File: src/rtl/io_unit_pkg.sv
// Shared types for the byte I/O execution unit: opcodes, queue entry, FSM states.
package io_unit_pkg;

  localparam int unsigned RSV_ID_W = 4;
  localparam int unsigned DATA_W   = 32;
  localparam int unsigned INSTR_W  = 6;
  localparam int unsigned BYTE_W   = 8;
  localparam int unsigned CDB_W    = RSV_ID_W + DATA_W;

  localparam logic [INSTR_W-1:0] I_IN  = 6'h10;
  localparam logic [INSTR_W-1:0] I_OUT = 6'h11;

  typedef struct packed {
    logic [RSV_ID_W-1:0] tag;
    logic [DATA_W-1:0]   value;
  } cdb_t;

  typedef struct packed {
    logic [RSV_ID_W-1:0] rob_id;
    logic [INSTR_W-1:0]  opcode;
    logic [RSV_ID_W-1:0] tag;
    logic [DATA_W-1:0]   value;
  } io_req_t;

  // Only the low byte of an operand ever reaches the port, so entries keep just that.
  typedef struct packed {
    logic [RSV_ID_W-1:0] rob_id;
    logic [INSTR_W-1:0]  opcode;
    logic [RSV_ID_W-1:0] tag;
    logic [BYTE_W-1:0]   value;
    logic                filled;
  } io_entry_t;

  typedef enum logic [1:0] {IDLE, WAIT, XFER, BCAST} io_state_t;

  function automatic logic is_io_op(input logic [INSTR_W-1:0] op);
    return (op == I_IN) || (op == I_OUT);
  endfunction

endpackage

File: src/rtl/io_unit_if.sv
// Dispatch, ROB, CDB and byte-port signals of the I/O unit.
interface io_unit_if;
  import io_unit_pkg::*;

  logic                i_valid;
  io_req_t             i_data;
  logic                i_filled;
  logic                i_ready;
  logic [RSV_ID_W-1:0] rob_head;
  logic                rob_head_valid;
  cdb_t                cdb;
  logic                cdb_valid;
  cdb_t                o_cdb;
  logic                o_valid;
  logic                o_ready;
  logic [BYTE_W-1:0]   io_o_data;
  logic                io_o_valid;
  logic                io_o_ready;
  logic [BYTE_W-1:0]   io_i_data;
  logic                io_i_valid;
  logic                io_i_ready;

  modport slave (
    input  i_valid, i_data, i_filled, rob_head, rob_head_valid, cdb, cdb_valid,
           o_ready, io_o_ready, io_i_data, io_i_valid,
    output i_ready, o_cdb, o_valid, io_o_data, io_o_valid, io_i_ready
  );

  modport master (
    output i_valid, i_data, i_filled, rob_head, rob_head_valid, cdb, cdb_valid,
           o_ready, io_o_ready, io_i_data, io_i_valid,
    input  i_ready, o_cdb, o_valid, io_o_data, io_o_valid, io_i_ready
  );

endinterface

File: src/rtl/io_queue.sv
// In-order circular buffer of pending I/O ops; unfilled entries snoop the CDB.
module io_queue
  import io_unit_pkg::*;
#(
  parameter  int unsigned DEPTH = 4,
  localparam int unsigned PTR_W = $clog2(DEPTH),
  localparam int unsigned CNT_W = PTR_W + 1
) (
  input  logic                clk,
  input  logic                nrst,
  input  logic                push_i,
  input  io_entry_t           push_entry_i,
  input  logic                pop_i,
  input  logic                snoop_valid_i,
  input  logic [RSV_ID_W-1:0] snoop_tag_i,
  input  logic [BYTE_W-1:0]   snoop_byte_i,
  output logic [RSV_ID_W-1:0] head_rob_id_o,
  output logic                head_is_out_o,
  output logic [BYTE_W-1:0]   head_value_o,
  output logic                head_filled_o,
  output logic [CNT_W-1:0]    count_o,
  output logic                ready_o
);

  io_entry_t          mem_q [DEPTH];
  logic [DEPTH-1:0]   vld_q;
  logic [PTR_W-1:0]   wr_ptr_q, rd_ptr_q;
  logic [CNT_W-1:0]   count_q, count_d;
  logic               ready_q;
  io_entry_t          push_fill;

  // A broadcast landing on the dispatch cycle fills the entry as it is written.
  always_comb begin
    push_fill = push_entry_i;
    if (!push_entry_i.filled && snoop_valid_i && (snoop_tag_i == push_entry_i.tag)) begin
      push_fill.value  = snoop_byte_i;
      push_fill.filled = 1'b1;
    end
  end

  always_comb begin
    count_d = count_q;
    case ({push_i, pop_i})
      2'b10:   count_d = count_q + CNT_W'(1);
      2'b01:   count_d = count_q - CNT_W'(1);
      default: count_d = count_q;
    endcase
  end

  always_ff @(posedge clk or negedge nrst) begin
    if (!nrst) begin
      wr_ptr_q <= '0;
      rd_ptr_q <= '0;
      count_q  <= '0;
      ready_q  <= 1'b1;
      vld_q    <= '0;
      for (int unsigned i = 0; i < DEPTH; i++) mem_q[PTR_W'(i)] <= '0;
    end else begin
      for (int unsigned i = 0; i < DEPTH; i++) begin
        if (vld_q[PTR_W'(i)] && !mem_q[PTR_W'(i)].filled && snoop_valid_i &&
            (mem_q[PTR_W'(i)].tag == snoop_tag_i)) begin
          mem_q[PTR_W'(i)].value  <= snoop_byte_i;
          mem_q[PTR_W'(i)].filled <= 1'b1;
        end
      end
      if (push_i) begin
        mem_q[wr_ptr_q] <= push_fill;
        vld_q[wr_ptr_q] <= 1'b1;
        wr_ptr_q        <= wr_ptr_q + PTR_W'(1);
      end
      if (pop_i) begin
        vld_q[rd_ptr_q] <= 1'b0;
        rd_ptr_q        <= rd_ptr_q + PTR_W'(1);
      end
      count_q <= count_d;
      ready_q <= (count_d != CNT_W'(DEPTH));
    end
  end

  assign head_rob_id_o = mem_q[rd_ptr_q].rob_id;
  assign head_is_out_o = (mem_q[rd_ptr_q].opcode == I_OUT);
  assign head_value_o  = mem_q[rd_ptr_q].value;
  assign head_filled_o = mem_q[rd_ptr_q].filled;
  assign count_o       = count_q;
  assign ready_o       = ready_q;

endmodule

File: src/rtl/io_unit.sv
// Byte I/O execution unit: runs the queue head through the io handshake once it is ROB head.
module io_unit
  import io_unit_pkg::*;
#(
  parameter int unsigned DEPTH = 4
) (
  input logic      clk,
  input logic      nrst,
  io_unit_if.slave bus
);

  localparam int unsigned CNT_W = $clog2(DEPTH) + 1;

  io_state_t           state_q;
  io_entry_t           push_entry;
  logic [RSV_ID_W-1:0] head_rob_id;
  logic                head_is_out, head_filled;
  logic [BYTE_W-1:0]   head_value;
  logic [CNT_W-1:0]    count;
  logic                queue_ready, push_c, pop_c, head_go_c;
  logic                io_o_valid_q, io_i_ready_q, o_valid_q;
  logic [BYTE_W-1:0]   io_o_data_q;
  cdb_t                o_cdb_q;

  assign push_entry = '{rob_id: bus.i_data.rob_id, opcode: bus.i_data.opcode,
                        tag: bus.i_data.tag, value: bus.i_data.value[BYTE_W-1:0],
                        filled: bus.i_filled};
  assign push_c     = bus.i_valid && queue_ready && is_io_op(bus.i_data.opcode);
  assign pop_c      = (state_q == BCAST) && bus.o_ready;
  // I_IN needs no operand; I_OUT waits for its byte to be filled.
  assign head_go_c  = bus.rob_head_valid && (bus.rob_head == head_rob_id) &&
                      (!head_is_out || head_filled);

  io_queue #(.DEPTH(DEPTH)) u_queue (
    .clk           (clk),
    .nrst          (nrst),
    .push_i        (push_c),
    .push_entry_i  (push_entry),
    .pop_i         (pop_c),
    .snoop_valid_i (bus.cdb_valid),
    .snoop_tag_i   (bus.cdb.tag),
    .snoop_byte_i  (bus.cdb.value[BYTE_W-1:0]),
    .head_rob_id_o (head_rob_id),
    .head_is_out_o (head_is_out),
    .head_value_o  (head_value),
    .head_filled_o (head_filled),
    .count_o       (count),
    .ready_o       (queue_ready)
  );

  always_ff @(posedge clk or negedge nrst) begin
    if (!nrst) begin
      state_q      <= IDLE;
      io_o_valid_q <= 1'b0;
      io_o_data_q  <= '0;
      io_i_ready_q <= 1'b0;
      o_valid_q    <= 1'b0;
      o_cdb_q      <= '0;
    end else begin
      case (state_q)
        IDLE: if (count != '0) state_q <= WAIT;
        WAIT: begin
          if (head_go_c) begin
            state_q <= XFER;
            if (head_is_out) begin
              io_o_valid_q <= 1'b1;
              io_o_data_q  <= head_value;
            end else begin
              io_i_ready_q <= 1'b1;
            end
          end
        end
        XFER: begin
          if (io_o_valid_q && bus.io_o_ready) begin
            io_o_valid_q <= 1'b0;
            o_valid_q    <= 1'b1;
            o_cdb_q      <= '{tag: head_rob_id, value: '0};
            state_q      <= BCAST;
          end else if (io_i_ready_q && bus.io_i_valid) begin
            io_i_ready_q <= 1'b0;
            o_valid_q    <= 1'b1;
            o_cdb_q      <= '{tag: head_rob_id, value: DATA_W'(bus.io_i_data)};
            state_q      <= BCAST;
          end
        end
        BCAST: begin
          if (bus.o_ready) begin
            o_valid_q <= 1'b0;
            state_q   <= ((count == CNT_W'(1)) && !push_c) ? IDLE : WAIT;
          end
        end
        default: state_q <= IDLE;
      endcase
    end
  end

  assign bus.i_ready    = queue_ready;
  assign bus.io_o_valid = io_o_valid_q;
  assign bus.io_o_data  = io_o_data_q;
  assign bus.io_i_ready = io_i_ready_q;
  assign bus.o_valid    = o_valid_q;
  assign bus.o_cdb      = o_cdb_q;

endmodule

File: src/flat_wrapper.sv
// flat-port wrapper written by rule: the top's interface ports become plain ports
module io_unit_flat import io_unit_pkg::*;
#(
  parameter int unsigned DEPTH = 4
)
  (clk, nrst, bus_i_valid, bus_i_data, bus_i_filled, bus_rob_head, bus_rob_head_valid, bus_cdb, bus_cdb_valid, bus_o_ready, bus_io_o_ready, bus_io_i_data, bus_io_i_valid, bus_i_ready, bus_o_cdb, bus_o_valid, bus_io_o_data, bus_io_o_valid, bus_io_i_ready);
  io_unit_if bus_i ();
  input logic clk;
  input logic nrst;
  input wire logic [$bits(bus_i.i_valid)-1:0] bus_i_valid;
  input wire logic [$bits(bus_i.i_data)-1:0] bus_i_data;
  input wire logic [$bits(bus_i.i_filled)-1:0] bus_i_filled;
  input wire logic [$bits(bus_i.rob_head)-1:0] bus_rob_head;
  input wire logic [$bits(bus_i.rob_head_valid)-1:0] bus_rob_head_valid;
  input wire logic [$bits(bus_i.cdb)-1:0] bus_cdb;
  input wire logic [$bits(bus_i.cdb_valid)-1:0] bus_cdb_valid;
  input wire logic [$bits(bus_i.o_ready)-1:0] bus_o_ready;
  input wire logic [$bits(bus_i.io_o_ready)-1:0] bus_io_o_ready;
  input wire logic [$bits(bus_i.io_i_data)-1:0] bus_io_i_data;
  input wire logic [$bits(bus_i.io_i_valid)-1:0] bus_io_i_valid;
  output wire logic [$bits(bus_i.i_ready)-1:0] bus_i_ready;
  output wire logic [$bits(bus_i.o_cdb)-1:0] bus_o_cdb;
  output wire logic [$bits(bus_i.o_valid)-1:0] bus_o_valid;
  output wire logic [$bits(bus_i.io_o_data)-1:0] bus_io_o_data;
  output wire logic [$bits(bus_i.io_o_valid)-1:0] bus_io_o_valid;
  output wire logic [$bits(bus_i.io_i_ready)-1:0] bus_io_i_ready;
  assign bus_i.i_valid = bus_i_valid;
  assign bus_i.i_data = bus_i_data;
  assign bus_i.i_filled = bus_i_filled;
  assign bus_i.rob_head = bus_rob_head;
  assign bus_i.rob_head_valid = bus_rob_head_valid;
  assign bus_i.cdb = bus_cdb;
  assign bus_i.cdb_valid = bus_cdb_valid;
  assign bus_i.o_ready = bus_o_ready;
  assign bus_i.io_o_ready = bus_io_o_ready;
  assign bus_i.io_i_data = bus_io_i_data;
  assign bus_i.io_i_valid = bus_io_i_valid;
  assign bus_i_ready = bus_i.i_ready;
  assign bus_o_cdb = bus_i.o_cdb;
  assign bus_o_valid = bus_i.o_valid;
  assign bus_io_o_data = bus_i.io_o_data;
  assign bus_io_o_valid = bus_i.io_o_valid;
  assign bus_io_i_ready = bus_i.io_i_ready;
  io_unit #(.DEPTH(DEPTH)) u_core (.clk(clk), .nrst(nrst), .bus(bus_i));
endmodule
File: config.mk
export PLATFORM = sky130hd
export DESIGN_NAME = io_unit_flat
export DESIGN_NICKNAME = d
export VERILOG_FILES = /design/src/rtl/io_unit_pkg.sv /design/src/rtl/io_unit_if.sv /design/src/rtl/io_queue.sv /design/src/rtl/io_unit.sv /design/src/flat_wrapper.sv
export SDC_FILE = /design/constraint.sdc
export NUM_CORES = 1
export LEC_CHECK = 0
export ABC_CLOCK_PERIOD_IN_PS = 2340
export CAP_MARGIN = 20
export CORE_MARGIN = 1.5
export CORE_UTILIZATION = 46
export CTS_BUF_LIST = sky130_fd_sc_hd__clkbuf_4 sky130_fd_sc_hd__clkbuf_8 sky130_fd_sc_hd__clkbuf_16
export DETAILED_ROUTE_END_ITERATION = 16
export PLACE_DENSITY_LB_ADDON = 0.3
export SLEW_MARGIN = 10
export SYNTH_ARGS = -nofsm -noshare
export SYNTH_HDL_FRONTEND = slang
export SYNTH_SLANG_ARGS = --single-unit
File: constraint.sdc
create_clock -name clk -period 2.34 [get_ports clk]
set_clock_uncertainty 0.15 [all_clocks]
set_input_delay 0.351 -clock clk [delete_from_list [all_inputs] [get_ports clk]]
set_output_delay 0.351 -clock clk [all_outputs]
set_load 0.005 [all_outputs]
==> results of run 1 <==
Yosys cell counts (all sizes together) (3+ instances only):
master / count / share of area
dfrtp: 128 / 0.49
nand2: 57 / 0.033
nand2b: 39 / 0.037
mux2: 35 / 0.060
buf: 32 / 0.035
o221a: 32 / 0.055
inv: 21 / 0.012
o21ai: 19 / 0.014
ha: 18 / 0.034
xnor2: 17 / 0.026
nor2b: 16 / 0.015
mux2i: 12 / 0.021
clkbuf: 11 / 0.0063
mux4: 11 / 0.038
nor2: 11 / 0.0074
a22o: 8 / 0.011
nand3: 7 / 0.0053
nor3: 6 / 0.0076
nand4b: 5 / 0.0067
nor4b: 5 / 0.0067
or2: 5 / 0.0048
xor2: 5 / 0.0067
a21oi: 4 / 0.0031
a2bb2oi: 4 / 0.0053
nand3b: 4 / 0.0046
nand4: 4 / 0.0038
a22oi: 3 / 0.0034
o21ba: 3 / 0.0046
cell type report:
class	instances	area, sq um	share of cell area
Sequential cell	129	3230	0.370
Multi-Input combinational cell	380	3190	0.366
Timing Repair Buffer	156	1430	0.164
Clock buffer	21	474	0.0544
Tap cell	180	225	0.0258
Clock inverter	10	86.3	0.00990
Inverter	23	86.3	0.00990
state kept, by name (all words and copies together) (netlist names):
register and flops:
u_core.u_queue.vld_q 4, u_core.state_q 2, u_core.u_queue.mem_q 92, u_core.bus.o_cdb 12, u_core.u_queue.wr_ptr_q 2, u_core.bus.io_o_data 8
u_core.u_queue.count_o 3, u_core.bus.o_valid 1, u_core.bus.io_o_valid 1, u_core.u_queue.ready_o 1, u_core.u_queue.rd_ptr_q 2, u_core.bus.io_i_ready 1
layer usage:
metal / vias to the layer above / share of wire / track usage
met5: - / 0 / 0
met1: 2448 / 0.44 / 0.311
li1: 2240 / - / -
met3: 22 / 0.048 / 0.0502
met4: 0 / 0.017 / 0.0763
met2: 131 / 0.49 / 0.372
layout by cell type, fill, tap and decap left out, types with 5 or more instances in the layout:
cell type	Yosys	layout
clkbuf_16	0	17
o221a_2	23	23
clkdlybuf4s50_1	0	73
inv_1	21	21
or2_2	5	5
mux4_2	11	11
nor2b_1	16	16
ha_1	18	17
nand3_1	7	7
conb_1	1	24
a22o_1	8	8
buf_4	25	73
mux2_2	26	25
xor2_1	5	5
nand2_1	57	57
nor2_1	10	9
clkinv_2	0	5
mux2_4	0	10
o221a_1	9	9
mux2i_1	8	8
xnor2_1	14	14
nand4b_1	5	5
nand2b_1	39	39
dfrtp_1	128	126
o21ai_0	19	18
cell families after synthesis:
kind of cell / count (synthesis)
simple gates: 167
flops: 129
compound gates: 91
buf+inv: 66
mux: 58
xor+xnor: 22
fa+ha+maj: 18
other cells: 1
repair_timing:
item | 4_1_cts | 5_1_grt
gates resized for setup | 15 | 13
hold buffers | 1 | 0
hold endpoints to repair | 26 | 0
setup endpoints to repair | 11 | 34
pin swaps | 1 | 5
buffers inserted | 1 | 2
worst register-to-register path, stage by stage, from the launching register on:
cell and delay, ns:
dfrtp_2 0.45, mux4_2 0.57, xnor2_2 0.20, buf_4 0.14
o2111ai_4 0.15, o41ai_4 0.30, mux2_4 0.33
per-stage QoR:
stage / std cells / total power [mW] / TNS [ns] / setup slack (ns)
finish: 899 / 8.52 / -0.290 / -0.0723
global route: 899 / 8.99 / -1.18 / -0.159
CTS: 897 / 8.48 / -0.651 / -0.0936
detailed placement: 864 / 5.89 / -22.16 / -0.433
global placement: 864 / 5.77 / -20.60 / -0.395
floorplan: 575 / 4.94 / -0.0474 / -0.0474
where the power goes:
group / total (mW) / internal [mW] / leakage [nW] / switching [mW]
clock: 2.49 / 1.54 / 0.274 / 0.955
sequential: 3.17 / 2.79 / 1.71 / 0.382
combinational: 2.85 / 1.61 / 2.19 / 1.24
final timing paths:
kind / startpoint / end / slack (ns)
max: u_core.u_queue.rd_ptr_q[0] / u_core.state_q[1] / -0.07
min: nrst / u_core.u_queue.mem_q[31] / 0.26
max reg2reg: u_core.u_queue.rd_ptr_q[0] / u_core.state_q[1] / -0.07
min reg2reg: u_core.u_queue.mem_q[63] / u_core.u_queue.mem_q[63] / 0.32
max in group asynchronous: nrst / u_core.bus.io_o_data[2] / 1.02
min in group clk: u_core.u_queue.mem_q[63] / u_core.u_queue.mem_q[63] / 0.32
==> qor.csv, run 1 <==
stage,metric,value,unit
power_and_ir_drop,worst vdd ir,0.577,mV
setup_path,critical path capture point type,register,
power_and_ir_drop,P_leak,4.17,nW
timing,Highest Clock Rate,0.415,GHz
setup_path,CP max stage delay,0.57,ns
setup_path,CP top delay family,multiplexers,
logic_synthesis,Yosys warnings,0,
floorplanning,placement row count,43,
global_routing,vias in the first global route,5111,
routing,Vias per Instance,5.38,
timing,Slew Limit Fails,0,
final_layout,# diodes,0,
setup_path,crit path launch type,register,
logic_synthesis,Syn Std Cell Area,6560,sq um
routing,DR pass1 iterations,5,
job,max cap viols,0,
power_and_ir_drop,P per Cell Area,976,nW/um^2
placed_design,Area after DPL,8010,sq um
placed_design,Placer Congestion,0.847,
floorplanning,Initial Util,0.473,
final_layout,nets,828,
logic_synthesis,synthesized instance count,552,
timing,worst slew pin tran,0.630,ns
logic_synthesis,mux cell area share after synthesis,0.118,
floorplanning,# IOs,151,
final_layout,share of cells above drive strength 1,0.298,
floorplanning,width of the die,122,um
logic_synthesis,adder-cell share of the synthesized area,0.0343,
logic_synthesis,Synth Area in Compound Gates,0.126,
global_routing,largest net degree at the start of global routing,52,
timing,min cycle time layout,2.41,ns
clock_network,CTS H-tree depth,4,
global_routing,grt total ovfl,0,
final_layout,area grow syn2layout,32.9,%
clock_network,clock-pin slew on the worst setup and hold paths,0.06,ns
setup_path,Worst path depth,6,
clock_network,Root Driver,clkbuf_16,
timing,Min Hold Slack,0.258,ns
floorplanning,Die Y,122,um
logic_synthesis,Synth cell types,58,
clock_network,TritonCTS Sinks,129,
logic_synthesis,xor-xnor portion of the synthesized cell area,0.0328,
logic_synthesis,number of synthesized flops with an enable pin,0,
routing,wire per inst,17.7,um
logic_synthesis,Mean Syn Cell Area,11.9,sq um
routing,drt total wl,16000,um
clock_network,Clock Path Buffers,2,
routing,DRC violations left,0,
setup_path,CP required,2.49,ns
timing,RSZ-0062 raised after global routing,true,
placed_design,Final HPWL DP,11300,um
final_layout,# fillers,1065,
global_routing,GRT Total Usage,0.231,
timing,Final Setup Violations,10,
final_layout,final core occ,0.629,
setup_path,Critical Path Fanout Max,5,
timing,Slew HR,0.572,
setup_path,"Buf+Inv Stages, Crit Path",1,
clock_network,TritonCTS clock tree,done,
logic_synthesis,"FFs w/ async S/R, synth",1.00,
logic_synthesis,largest family of logic cells by synthesized area,simple AND/OR/NAND/NOR gates,
routing,drt first-iter violations,329,
logic_synthesis,sequential share of the synthesized area,0.492,
routing,Antenna Nets Post-Route,0,
floorplanning,Core Box Area,13900,sq um
clock_network,latest clock arrival within the worst-skew pair,0.42,ns
placed_design,Port Buf Inserts,78,
timing,final critical-path setup slack,-0.0723,ns
timing,Hold Fails Final Rpt,0,
global_routing,first-pass GRT wire length,26300,um
status,failing checks,negative setup slack,
setup_path,CP Class,reg2reg,
setup_path,"Cell Chain, Critical Path",mux4_2 -> xnor2_2 -> buf_4 -> o2111ai_4 -> o41ai_4 -> mux2_4,
logic_synthesis,Simple-Gate Fraction of Synth Area,0.142,
logic_synthesis,Most used DFF post-synth,dfrtp_1,
final_layout,fin area,8720,sq um
setup_path,slowest cell on the critical path,mux4_2,
min_path,Min-Delay Path Class,in2async,
timing,Final Cycle Share,1.03,
setup_path,critical path arrival,2.56,ns
routing,routed via count,4841,
clock_network,clock buffer count from CTS,17,
logic_synthesis,Seq cells post-synth,129,
setup_path,R2R cell count,6,
status,outcome,finished with violations,
floorplanning,DIE AREA,15000,sq um
global_routing,initial antenna violation count,0,
Note: power is estimated with default switching activity, not from simulation.
==> run 2: changes to the inputs <==
--- a/config.mk
+++ b/config.mk
@@ -7,10 +7,11 @@
 export LEC_CHECK = 0
 export ABC_CLOCK_PERIOD_IN_PS = 2340
 export CAP_MARGIN = 20
-export CORE_MARGIN = 1.5
+export CORE_MARGIN = 2
 export CORE_UTILIZATION = 46
 export CTS_BUF_LIST = sky130_fd_sc_hd__clkbuf_4 sky130_fd_sc_hd__clkbuf_8 sky130_fd_sc_hd__clkbuf_16
 export DETAILED_ROUTE_END_ITERATION = 16
+export HOLD_SLACK_MARGIN = 0.12
 export PLACE_DENSITY_LB_ADDON = 0.3
 export SLEW_MARGIN = 10
 export SYNTH_ARGS = -nofsm -noshare
==> qor.csv, run 2 (synthesis results as in run 1) <==
stage,metric,value,unit
timing,Slew Limit Fails,0,
power_and_ir_drop,net switching power,2.59,mW
timing,Fin Setup TNS,-0.254,ns
routing,drt total wl,16500,um
setup_path,crit path launch type,register,
power_and_ir_drop,Seq pwr share,0.365,
global_routing,largest net degree at the start of global routing,130,
floorplanning,Core Box Area,13900,sq um
timing,min cycle time layout,2.42,ns
timing,worst slew pin tran,0.733,ns
final_layout,Largest register FFs,92,
final_layout,final core occ,0.624,
global_routing,initial antenna violation count,0,
power_and_ir_drop,Int Power,6.13,mW
final_layout,Final Non-Filler Cells,890,
global_routing,vias in the first global route,5032,
final_layout,nets,819,
global_routing,GRT Total Usage,0.228,
clock_network,CTS H-tree depth,4,
power_and_ir_drop,worst vdd ir,0.623,mV
final_layout,# fillers,1050,
timing,final critical-path setup slack,-0.0801,ns
final_layout,share of cells above drive strength 1,0.285,
clock_network,Clock Path Buffers,2,
routing,drt first-iter violations,370,
global_routing,first-pass GRT wire length,26100,um
final_layout,most frequent cells in the layout,"126 x dfrtp_1, 75 x clkdlybuf4s50_1, 65 x buf_4",
timing,Final Cycle Share,1.03,
clock_network,clock buffer count from CTS,17,
routing,Vias per Instance,5.49,
floorplanning,Initial Util,0.471,
setup_path,Critical Path Fanout Max,5,
job,max cap viols,0,
power_and_ir_drop,P_leak,4.12,nW
setup_path,CP Class,reg2reg,
routing,wire per inst,18.5,um
timing,Highest Clock Rate,0.413,GHz
timing,Final Setup Violations,10,
min_path,worst hold path depth,1,
final_layout,"commonest non-fill, non-tap cell in the layout",dfrtp_1,
final_layout,FF/Latch Area,3230,sq um
final_layout,Reg with most FFs,u_core.u_queue.mem_q,
placed_design,Placer Congestion,0.867,
min_path,Min-Delay Path Class,reg2reg,
placed_design,pre-CTS setup slack,-0.434,ns
routing,routed via count,4888,
setup_path,R2R cell count,6,
floorplanning,placement row count,43,
timing,Slew HR,0.511,
setup_path,critical path capture point type,register,
final_layout,area grow syn2layout,32.4,%
setup_path,CP required,2.49,ns
power_and_ir_drop,Switching Share,0.297,
routing,DRC violations left,0,
floorplanning,width of the die,123,um
floorplanning,DIE AREA,15200,sq um
clock_network,Root Driver,clkbuf_16,
power_and_ir_drop,Clock Power Share,0.316,
clock_network,latest clock arrival within the worst-skew pair,0.42,ns
clock_network,TritonCTS clock tree,done,
placed_design,placed instance count,857,
placed_design,Port Buf Inserts,78,
final_layout,# diodes,0,
status,outcome,finished with violations,
clock_network,clock-pin slew on the worst setup and hold paths,0.06,ns
setup_path,critical path arrival,2.57,ns
final_layout,Multi-input gate area,3170,sq um
global_routing,grt total ovfl,0,
status,failing checks,negative setup slack,
power_and_ir_drop,P per Cell Area,1000,nW/um^2
floorplanning,Die Y,123,um
timing,Hold Fails Final Rpt,0,
timing,RSZ-0062 raised after global routing,true,
routing,Antenna Nets Post-Route,0,
floorplanning,# IOs,151,
power_and_ir_drop,total power after layout,8.72,mW
clock_network,TritonCTS Sinks,129,
routing,DR pass1 iterations,4,
power_and_ir_drop,power share of the combinational group,0.319,
placed_design,Final HPWL DP,11100,um
## run 2: cell count changes in the layout (fill, tap and decap cells not counted), sizes merged
cell           delta
dlymetal6s2s      -2
clkinvlp          +1
bufinv            +2
clkdlybuf4s50     +2
clkinv            -4
buf               -9
clkbuf            +1
## run 2: power by group through the flow
stage / sequential [mW] / combinational (mW) / clock [mW]
detailed placement: 3.19 / 2.69 / 0
finish: 3.18 / 2.78 / 2.75
global route: 3.24 / 3.05 / 2.90
floorplan: 3.05 / 1.89 / 0
global placement: 3.16 / 2.58 / 0
CTS: 3.17 / 2.76 / 2.78
## run 2: layer usage
| layer | global-route usage | part of all wire | vias up | wire [um] |
|---|---|---|---|---|
| li1 | - | - | 2222 | - |
| met1 | 0.289 | 0.42 | 2481 | 6950 |
| met2 | 0.386 | 0.50 | 169 | 8300 |
| met3 | 0.0604 | 0.063 | 16 | 1030 |
| met4 | 0.0611 | 0.011 | 0 | 188 |
| met5 | 0 | 0 | - | 0 |
## run 2: layout make-up
cell class	instances	area share
clock buffers	22	0.0562
clock inverters	9	0.0150
inverters	23	0.00994
multi-input cells	380	0.365
flip-flops and latches	129	0.372
well taps	180	0.0259
repair buffers	147	0.156
## run 2: what timing repair did
| item | in CTS | in global routing |
|---|---|---|
| setup endpoints to repair | 11 | 35 |
| setup buffers | 0 | 1 |
| resized for setup | 11 | 10 |
| hold buffers | 1 | 0 |
| hold endpoints to repair | 128 | 0 |
| pin swaps | 2 | 5 |
| cloned | 0 | 0 |
## run 2: metrics by stage
stage	hold slack (ns)	area, sq um
after floorplan	-0.0946	6680
after global placement	0.293	7960
after detailed placement	0.302	7960
after CTS	0.316	8630
after global routing	0.329	8690
final	0.315	8690
## run 2: path summary, 6_finish.rpt
path	slack, ns	end	from
setup / recovery	-0.08	u_core.state_q[1]	u_core.u_queue.rd_ptr_q[0]
hold / removal	0.31	u_core.u_queue.mem_q[17]	u_core.u_queue.mem_q[17]
setup reg to reg	-0.08	u_core.state_q[1]	u_core.u_queue.rd_ptr_q[0]
hold reg to reg	0.31	u_core.u_queue.mem_q[17]	u_core.u_queue.mem_q[17]
max in group asynchronous	1.03	u_core.u_queue.rd_ptr_q[1]	nrst
min in group asynchronous	0.39	u_core.bus.o_cdb[5]	nrst
## run 2: critical path, stage by stage (launching register included)
cell and delay, ns:
dfrtp_2 0.45, mux4_2 0.58, xnor2_2 0.21, buf_4 0.16
o2111ai_4 0.13, o41ai_4 0.29, mux2_4 0.33
==> run 3: changes to the inputs <==
--- a/config.mk
+++ b/config.mk
@@ -13,6 +13,7 @@
 export DETAILED_ROUTE_END_ITERATION = 16
 export HOLD_SLACK_MARGIN = 0.12
 export PLACE_DENSITY_LB_ADDON = 0.3
+export REMOVE_ABC_BUFFERS = 1
 export SLEW_MARGIN = 10
 export SYNTH_ARGS = -nofsm -noshare
 export SYNTH_HDL_FRONTEND = slang
==> qor.csv, run 3 (synthesis results as in run 1) <==
stage,metric,value,unit
status,outcome,finished with violations,
status,failing checks,negative setup slack,
setup_path,r2r endpoint,u_core.bus.io_o_data[0],
timing,min cycle time layout,2.42,ns
final_layout,Reg with most FFs,u_core.u_queue.mem_q,
timing,Slew Limit Fails,0,
power_and_ir_drop,worst vdd ir,0.527,mV
timing,Hold Fails Final Rpt,0,
global_routing,GRT Total Usage,0.220,
final_layout,nets,820,
timing,worst slew pin tran,0.569,ns
timing,Highest Clock Rate,0.413,GHz
clock_network,TritonCTS clock tree,done,
floorplanning,Initial Util,0.471,
clock_network,Clock Path Buffers,2,
min_path,worst hold path endpoint,u_core.u_queue.mem_q[86],
placed_design,Port Buf Inserts,78,
routing,Antenna Nets Post-Route,0,
placed_design,Placer Congestion,0.869,
min_path,hold path startpoint,u_core.u_queue.mem_q[86],
setup_path,Critical Path Fanout Max,8,
min_path,Min-Delay Path Class,reg2reg,
routing,drt first-iter violations,392,
clock_network,latest clock arrival within the worst-skew pair,0.41,ns
routing,DRC violations left,0,
setup_path,CP Class,reg2reg,
final_layout,most frequent cells in the layout,"125 x dfrtp_1, 74 x clkdlybuf4s50_1, 62 x buf_4",
routing,DR pass1 iterations,5,
setup_path,RR Startpoint,u_core.u_queue.rd_ptr_q[0],
setup_path,critical path arrival,2.56,ns
clock_network,CTS H-tree depth,4,
timing,Final Cycle Share,1.03,
global_routing,first-pass GRT wire length,25600,um
floorplanning,placement row count,43,
final_layout,share of cells above drive strength 1,0.293,
routing,wire per inst,17.8,um
clock_network,TritonCTS Sinks,129,
setup_path,CP max stage delay,0.58,ns
floorplanning,Core Box Area,13900,sq um
global_routing,grt total ovfl,0,
clock_network,clock-pin slew on the worst setup and hold paths,0.06,ns
setup_path,R2R cell count,6,
floorplanning,# IOs,151,
floorplanning,Die Y,123,um
setup_path,critical path capture point type,register,
timing,Min Hold Slack,0.324,ns
final_layout,area grow syn2layout,33.8,%
global_routing,largest net degree at the start of global routing,71,
timing,Final Setup Violations,9,
floorplanning,DIE AREA,15200,sq um
timing,RSZ-0062 raised after global routing,true,
setup_path,CP top delay family,multiplexers,
final_layout,"commonest non-fill, non-tap cell in the layout",dfrtp_1,
timing,final critical-path setup slack,-0.0787,ns
setup_path,CP required,2.48,ns
floorplanning,width of the die,123,um
power_and_ir_drop,P_leak,4.16,nW
final_layout,Final Non-Filler Cells,891,
global_routing,initial antenna violation count,0,
routing,Vias per Instance,5.37,
timing,Slew HR,0.620,
setup_path,"Buf+Inv Stages, Crit Path",1,
final_layout,Largest register FFs,92,
placed_design,Final HPWL DP,11100,um
power_and_ir_drop,P per Cell Area,1010,nW/um^2
clock_network,Root Driver,clkbuf_16,
clock_network,clock buffer count from CTS,17,
routing,drt total wl,15900,um
setup_path,"Cell Chain, Critical Path",mux4_2 -> xnor2_2 -> o2111a_2 -> o211ai_2 -> buf_12 -> mux2_1,
min_path,worst hold path depth,1,
setup_path,"setup slack, reg-to-reg",-0.08,ns
global_routing,vias in the first global route,5061,
setup_path,crit path launch type,register,
routing,routed via count,4785,
final_layout,# diodes,0,
job,max cap viols,0,
placed_design,placed instance count,852,
setup_path,slowest cell on the critical path,mux4_2,
[run 3: cell count changes in the layout (fill, tap and decap cells not counted), sizes merged]
cell and change:
clkinv -1, clkdlybuf4s50 -1, buf +1, clkbuf +5, clkinvlp -4, dlymetal6s2s +1
[run 3: per-stage QoR]
stage | total power, mW | instance area, sq um | setup WS, ns | util | TNS, ns
finish | 8.86 | 8780 | -0.0787 | 0.630 | -0.619
global route | 9.33 | 8780 | -0.144 | 0.630 | -1.16
CTS | 8.76 | 8680 | -0.0768 | 0.623 | -0.601
detailed placement | 5.81 | 7910 | -0.628 | 0.568 | -30.01
global placement | 5.68 | 7910 | -0.499 | 0.568 | -26.84
floorplan | 4.84 | 6380 | -0.391 | - | -7.93
[run 3: where the power goes]
part | internal [mW] | leakage [nW] | switching (mW)
Combinational | 1.61 | 2.13 | 1.24
Clock | 1.89 | 0.317 | 0.926
Sequential | 2.79 | 1.71 | 0.395
Total | 6.29 | 4.16 | 2.57
[run 3: routing by layer]
metal / part of all wire / GRT usage / routed length, um / vias up
li1: - / - / - / 2225
met2: 0.50 / 0.356 / 7870 / 132
met5: 0 / 0 / 0 / -
met3: 0.039 / 0.0318 / 622 / 21
met1: 0.45 / 0.299 / 7170 / 2407
met4: 0.015 / 0.0852 / 237 / 0
[run 3: worst max path at each step]
stage	start	endpoint	slack, ns	cells past startpoint
6_report	u_core.u_queue.rd_ptr_q[0]	u_core.bus.io_o_data[0]	-0.08	6
5_1_grt	u_core.u_queue.rd_ptr_q[0]	u_core.bus.io_o_data[0]	-0.14	6
4_1_cts	u_core.u_queue.rd_ptr_q[0]	u_core.bus.io_o_data[0]	-0.08	6
3_5_place_dp	bus_i_data[39]	u_core.u_queue.ready_o	-0.63	9
3_3_place_gp	bus_i_data[39]	u_core.u_queue.ready_o	-0.50	9
2_1_floorplan	u_core.u_queue.rd_ptr_q[0]	u_core.state_q[1]	-0.39	5
[run 3: timing repair]
action / in CTS / in global routing
endpoints found under the setup margin: 43 / 19
setup buffers: 3 / 4
hold buffers: 1 / 0
endpoints found under the hold margin: 129 / 0
gates cloned: 0 / 0
resized for setup: 23 / 17
pin swaps: 9 / 8
[run 3: final cells by class]
type | count | area (sq um)
Fill cell | 1065 | 5150
Sequential cell | 129 | 3230
Multi-Input combinational cell | 380 | 3220
Timing Repair Buffer | 148 | 1390
Clock buffer | 27 | 538
Tap cell | 180 | 225
Clock inverter | 4 | 95.1
Inverter | 23 | 86.3
